`src/rtl/fitness_pkg.sv`:
```
// rtl/fitness_pkg.sv - shared types and arithmetic helpers for the fitness evaluator
package fitness_pkg;

  typedef enum logic [1:0] {
    IDLE,
    APPLY,
    SAMPLE,
    DONE
  } fit_state_t;

  // Widest lane slice / error sum the helpers handle; callers zero-extend into it.
  localparam int MAX_W = 64;

  function automatic int seq_idx_w(input int num_seq);
    return $clog2(num_seq + 1);
  endfunction

  localparam int SEQ_IDX_W = seq_idx_w(16);

  function automatic logic [MAX_W-1:0] sat_add(input logic [MAX_W-1:0] a,
                                               input logic [MAX_W-1:0] b,
                                               input int               w);
    logic [MAX_W:0] s;
    logic [MAX_W:0] lim;
    s   = {1'b0, a} + {1'b0, b};
    lim = ({{MAX_W{1'b0}}, 1'b1} << w) - 1'b1;
    return (s > lim) ? lim[MAX_W-1:0] : s[MAX_W-1:0];
  endfunction

  function automatic int popcount(input logic [MAX_W-1:0] v, input int w);
    int c;
    c = 0;
    for (int i = 0; i < MAX_W; i++) begin
      if (i < w && v[i]) c++;
    end
    return c;
  endfunction

endpackage

```
`src/rtl/lane_error_acc.sv`:
```
// rtl/lane_error_acc.sv - saturating per-lane mismatch accumulator
module lane_error_acc
  import fitness_pkg::*;
#(
  parameter int LANE_W = 4,
  parameter int ERR_W  = 32
) (
  input  logic              clk,
  input  logic              reset,
  input  logic              clear,
  input  logic              enable,
  input  logic [LANE_W-1:0] diff,
  output logic [ERR_W-1:0]  sum
);

  always_ff @(posedge clk) begin
    if (reset || clear) begin
      sum <= '0;
    end else if (enable) begin
      sum <= ERR_W'(sat_add(MAX_W'(sum), MAX_W'(popcount(MAX_W'(diff), LANE_W)), ERR_W));
    end
  end

endmodule

```
`src/rtl/fitness_evaluator.sv`:
```
// rtl/fitness_evaluator.sv - sequences test vectors through the evaluated circuit and sums lane errors
module fitness_evaluator
  import fitness_pkg::*;
#(
  parameter int NUM_SEQ    = 16,
  parameter int IN_W       = 32,
  parameter int OUT_W      = 32,
  parameter int NUM_CH     = 8,
  parameter int ERR_W      = 32,
  parameter int SETTLE_CYC = 4
) (
  input  logic                        clk,
  input  logic                        reset,
  input  logic                        start,
  input  logic [$clog2(NUM_SEQ+1)-1:0] seq_count,
  input  logic [NUM_SEQ*IN_W-1:0]     input_seq,
  input  logic [NUM_SEQ*OUT_W-1:0]    expected,
  input  logic [NUM_SEQ*OUT_W-1:0]    valid_mask,
  output logic [IN_W-1:0]             dut_in,
  input  logic [OUT_W-1:0]            dut_out,
  output logic                        ready,
  output logic                        done,
  input  logic                        done_ack,
  output logic [NUM_CH*ERR_W-1:0]     error_sum
);

  localparam int LANE_W = OUT_W / NUM_CH;
  localparam int SEQ_W  = seq_idx_w(NUM_SEQ);
  localparam int CNT_W  = $clog2(SETTLE_CYC + 1);
  localparam logic [SEQ_W-1:0] NUM_SEQ_V = SEQ_W'(NUM_SEQ);
  localparam logic [CNT_W-1:0] CNT_LAST  = CNT_W'(SETTLE_CYC - 1);

  fit_state_t       state;
  logic             start_q;
  logic             start_edge;
  logic [SEQ_W-1:0] n;
  logic [SEQ_W-1:0] idx;
  logic [SEQ_W-1:0] idx_nxt;
  logic [CNT_W-1:0] cnt;
  logic [IN_W-1:0]  nxt_in;
  logic [OUT_W-1:0] cur_exp;
  logic [OUT_W-1:0] cur_mask;
  logic [OUT_W-1:0] diff;
  logic             lane_en;
  logic             lane_clr;

  assign start_edge = start & ~start_q;
  assign lane_en    = (state == SAMPLE);
  assign lane_clr   = (state == IDLE) && start_edge;
  assign idx_nxt    = (state == IDLE) ? '0 : idx + SEQ_W'(1);

  // Loop muxes keep every slice index a constant, so no out-of-range selects exist.
  always_comb begin
    nxt_in   = '0;
    cur_exp  = '0;
    cur_mask = '0;
    for (int i = 0; i < NUM_SEQ; i++) begin
      if (SEQ_W'(i) == idx_nxt) nxt_in = input_seq[i*IN_W +: IN_W];
      if (SEQ_W'(i) == idx) begin
        cur_exp  = expected[i*OUT_W +: OUT_W];
        cur_mask = valid_mask[i*OUT_W +: OUT_W];
      end
    end
  end

  assign diff = (dut_out ^ cur_exp) & cur_mask;

  always_ff @(posedge clk) begin
    if (reset) begin
      state   <= IDLE;
      start_q <= 1'b0;
      ready   <= 1'b1;
      done    <= 1'b0;
      dut_in  <= '0;
      n       <= '0;
      idx     <= '0;
      cnt     <= '0;
    end else begin
      start_q <= start;
      case (state)
        IDLE: begin
          if (start_edge) begin
            ready <= 1'b0;
            idx   <= '0;
            cnt   <= '0;
            n     <= (seq_count > NUM_SEQ_V) ? NUM_SEQ_V : seq_count;
            if (seq_count == '0) begin
              state <= DONE;
              done  <= 1'b1;
            end else begin
              state  <= APPLY;
              dut_in <= nxt_in;
            end
          end
        end
        APPLY: begin
          if (cnt == CNT_LAST) begin
            cnt   <= '0;
            state <= SAMPLE;
          end else begin
            cnt <= cnt + CNT_W'(1);
          end
        end
        SAMPLE: begin
          // idx never passes n-1, so it always addresses a real sequence slot.
          if (idx == n - SEQ_W'(1)) begin
            state <= DONE;
            done  <= 1'b1;
          end else begin
            idx    <= idx_nxt;
            dut_in <= nxt_in;
            state  <= APPLY;
          end
        end
        DONE: begin
          if (done_ack) begin
            state <= IDLE;
            done  <= 1'b0;
            ready <= 1'b1;
          end
        end
        default: state <= IDLE;
      endcase
    end
  end

  for (genvar c = 0; c < NUM_CH; c++) begin : g_lane
    lane_error_acc #(
      .LANE_W(LANE_W),
      .ERR_W (ERR_W)
    ) u_acc (
      .clk   (clk),
      .reset (reset),
      .clear (lane_clr),
      .enable(lane_en),
      .diff  (diff[c*LANE_W +: LANE_W]),
      .sum   (error_sum[c*ERR_W +: ERR_W])
    );
  end

endmodule
```
`config.mk`:
```
export PLATFORM = sky130hd
export DESIGN_NAME = fitness_evaluator
export DESIGN_NICKNAME = d
export VERILOG_FILES = /design/src/rtl/fitness_pkg.sv /design/src/rtl/lane_error_acc.sv /design/src/rtl/fitness_evaluator.sv
export SDC_FILE = /design/constraint.sdc
export NUM_CORES = 2
export LEC_CHECK = 0
export ABC_AREA = 0
export CAP_MARGIN = 20
export CORE_AREA = 2 2 727 729
export CTS_BUF_LIST = sky130_fd_sc_hd__clkbuf_8 sky130_fd_sc_hd__clkbuf_16
export CTS_CLUSTER_DIAMETER = 50
export CTS_CLUSTER_SIZE = 20
export DETAILED_ROUTE_END_ITERATION = 10
export DIE_AREA = 0 0 729 731
export GPL_TIMING_DRIVEN = 0
export SYNTH_ARGS = -nofsm -noshare
export SYNTH_HDL_FRONTEND = slang
export SYNTH_HIERARCHICAL = 1
export SYNTH_SLANG_ARGS = --single-unit
export TNS_END_PERCENT = 100
```
`constraint.sdc`:
```
create_clock -name clk -period 6.8 [get_ports clk]
set_clock_uncertainty 0.05 [all_clocks]
set_input_delay 1.36 -clock clk [delete_from_list [all_inputs] [get_ports clk]]
set_output_delay 1.36 -clock clk [all_outputs]
set_load 0.1 [all_outputs]
```
==> run metrics <==
Post-synth EDFFs 0; First DRT Iteration DRCs between 5k and 6k; largest net degree at the start of global routing 15; clk sinks approximately 300; Clk pwr share between 40% and 50%; commonest cells in the synthesized netlist a21oi_1, nand2_1, o21ai_0, dfxtp_1, nor2_1; synthesized area 31100 um2; wire length on met2 295000 um; WL met1 234000 um; Setup Crit Path Kind register to register; Distinct cells, synth between 100 and 150; post-synth top area share 19.7%; final hold viol count 0; # IOs about 1.9k; Primary FF master, synth dfxtp_1; failing checks antenna violations, negative setup slack; worst path required time 7460 ps; CTS Buf Count 73; placed cell area about 62000 um2; IR drop worst, VDD approximately 0.14 mV; switching share of power between 30% and 40%; highest clock rate around 140 MHz; Seq pwr share ~22%; min-delay worst type register to register; Max clock buf depth 4; Initial Util about 6%; 1st-pass router iterations 6; setup TNS -942 ps; final hold slack slightly above 400 ps; ys async rst share 0%; Slew headroom between 1.5 and 2%; post-cts hold buffer count 0; initial antenna violation count between 700 and 800; status finished with violations; crit path launch type register; Syn-to-layout area delta 127%; Pins Over Slew Limit 0; core area 526000 um2; Clock Latency Late Sink approximately 790 ps; GR Overflow Total 0; NetSw approximately 3.2 mW; Final HPWL DP between 500000 and 600000 um; Multi-input gate area 25700 um2; actual slew at the worst max-slew pin 1480 ps; Total GRT Usage 23.4%; crit path DAT around 7600 ps; synthesis warning total 6; Period minus WS final approximately 6900 ps; setup ws final -111 ps; Tot Pwr between 8 and 9 mW; most frequent cell after synthesis a21oi_1; WL met3 roughly 75000 um; Syn Inst Count 4338; max cap viols 0; CTS tree done; register area between 6000 and 7000 um2; share of layout cells above drive strength 1 between 10% and 20%; Reg clk slew, reported paths around 50 ps; Routed WL ~650000 um; cell area after layout just over 70000 um2; routed vias/inst 3.87; Pint 5.47 mW; Die Y between 700 and 800 um; Routed Antenna Nets 1; Pwr Density between 100 and 150 nW/um2; first-pass GRT wire length 756000 um; fin nets ~8.2k; Root Driver clkbuf_16; largest cells by area after synthesis dfxtp_1, a21oi_1, o21ai_0; Post-Syn Nets between 6k and 7k; vias in the first global route between 40k and 50k; biggest area consumer among synthesized cells dfxtp_1; Vias 55.2k; final setup fails 19; post-synthesis sequential area ratio between 10% and 20%; H-tree levels 3; Worst Path Max Fanout 10; # port buffers between 1.5k and 2k; uppermost layer routed met5; synthesis-stage register bit count 306; P_leak between 20 and 25 nW; Routability Congestion roughly 0.97; period utilization 102%; Rows between 200 and 300; syn_area_per_cell between 7 and 8 um2; DP Worst Slack -5800 ps; die area approximately 530000 um2; die extent in x approximately 730 um; combinational share of power between 30 and 40%; Wirelength per Cell between 40 and 50 um; Remaining DRCs 0; RSZ-0062 raised after global routing true; CP Capture Type register; # fillers just over 60k
==> final timing paths <==
path,from,end,slack (ps),depth (start not counted)
min reg2reg,dut_in[25],dut_in[25],410,2
min,dut_in[25],dut_in[25],410,2
max,idx[4],g_lane[4].u_acc/sum[17],-110,25
max reg2reg,idx[4],g_lane[4].u_acc/sum[17],-110,25
==> state kept, by name, indices dropped and copies added, names as in the netlist <==
register          flops
ready                 1
cnt                   3
n                     5
idx                   5
start_q               1
state                 2
done                  1
dut_in               32
g_lane.u_acc/sum    256
==> power by group through the flow <==
| stage | sequential, mW | clock, mW | combinational, mW |
|---|---|---|---|
| 4_1_cts | 1.86 | 3.67 | 3.20 |
| 5_1_grt | 1.86 | 3.73 | 3.32 |
| 6_report | 1.86 | 3.58 | 3.23 |
| 3_3_place_gp | 1.89 | 0 | 2.84 |
| 2_1_floorplan | 2.10 | 0 | 0.651 |
| 3_5_place_dp | 1.89 | 0 | 3.03 |
==> final cells by class <==
cell class | instances | share of cell area [%]
multi-input combinational | 3595 | 36.5
clock buffer | 82 | 2.77
tap | 6994 | 12.4
inverter | 89 | 0.488
antenna | 637 | 2.26
buffer | 332 | 3.68
sequential | 306 | 8.69
timing repair buffer | 2175 | 32.6
clock inverter | 46 | 0.623
==> per-stage QoR <==
step | std cells | utilization (%)
2_1_floorplan | 4338 | -
3_3_place_gp | 13200 | 11.1
3_5_place_dp | 13400 | 11.9
4_1_cts | 13600 | 12.9
5_1_grt | 14000 | 13.3
6_report | 14300 | 13.4
==> placed cells by master (no fill, tap or decap), types with 40 or more instances in the layout <==
| cell | count |
|---|---|
| o21ai_0 | 316 |
| nand2_1 | 394 |
| inv_1 | 90 |
| nor2_1 | 273 |
| a221oi_1 | 104 |
| a211oi_1 | 89 |
| buf_4 | 153 |
| dfxtp_1 | 304 |
| clkdlybuf4s50_1 | 1855 |
| clkbuf_1 | 93 |
| nand3_1 | 145 |
| nor3_1 | 115 |
| mux2i_1 | 43 |
| a22oi_1 | 53 |
| buf_8 | 58 |
| nor4_1 | 40 |
| o21ai_1 | 69 |
| buf_2 | 53 |
| buf_16 | 41 |
| clkbuf_16 | 82 |
| diode_2 | 637 |
| ha_1 | 71 |
| o22ai_1 | 120 |
| buf_12 | 71 |
| buf_6 | 72 |
| a31oi_1 | 111 |
| and3_1 | 103 |
| a21oi_1 | 389 |
| clkbuf_2 | 40 |
==> critical path, cell delays in order, from the launching register on <==
cell      delay [ps]
dfxtp_1          380
buf_4            210
buf_2            250
and4bb_4         320
buf_4            290
buf_6            290
buf_4            340
a32oi_1         1120
nand3_1          210
a21oi_1          320
nor3_4            80
buf_12           170
inv_1             80
ha_1             270
xor2_2           210
ha_1             350
nand2_1           90
o21ai_2          120
ha_1             360
a211oi_2          80
o21bai_2         220
nand3b_1         250
buf_4            220
nor3_2           210
o21ai_0          100
a31oi_1          160
==> per-layer routing <==
metal	global-route usage, %	vias to the layer above
li1	-	22300
met4	15.7	360
met5	0	-
met2	37.2	4392
met3	10.5	1498
met1	25.0	26700
==> timing repair <==
| action | 4_1_cts | 5_1_grt |
|---|---|---|
| pin swaps | 67 | 52 |
| setup endpoints to repair | 268 | 209 |
| setup buffers | 54 | 36 |
| gates resized for setup | 646 | 134 |
| gates cloned | 0 | 2 |
==> kinds of logic (layout without fill, tap and decap cells) <==
logic type | count (synthesis) | count (layout) | synth area share (%)
mux | 47 | 47 | 1.53
compound gates | 1857 | 1857 | 39.6
other cells | 8 | 645 | 0.0966
flops | 306 | 306 | 19.7
xor+xnor | 91 | 91 | 2.81
buf+inv | 437 | 2724 | 6.06
simple gates | 1505 | 1505 | 26.4
fa+ha+maj | 87 | 87 | 3.70
No activity file was read; power rests on OpenSTA's default activity.
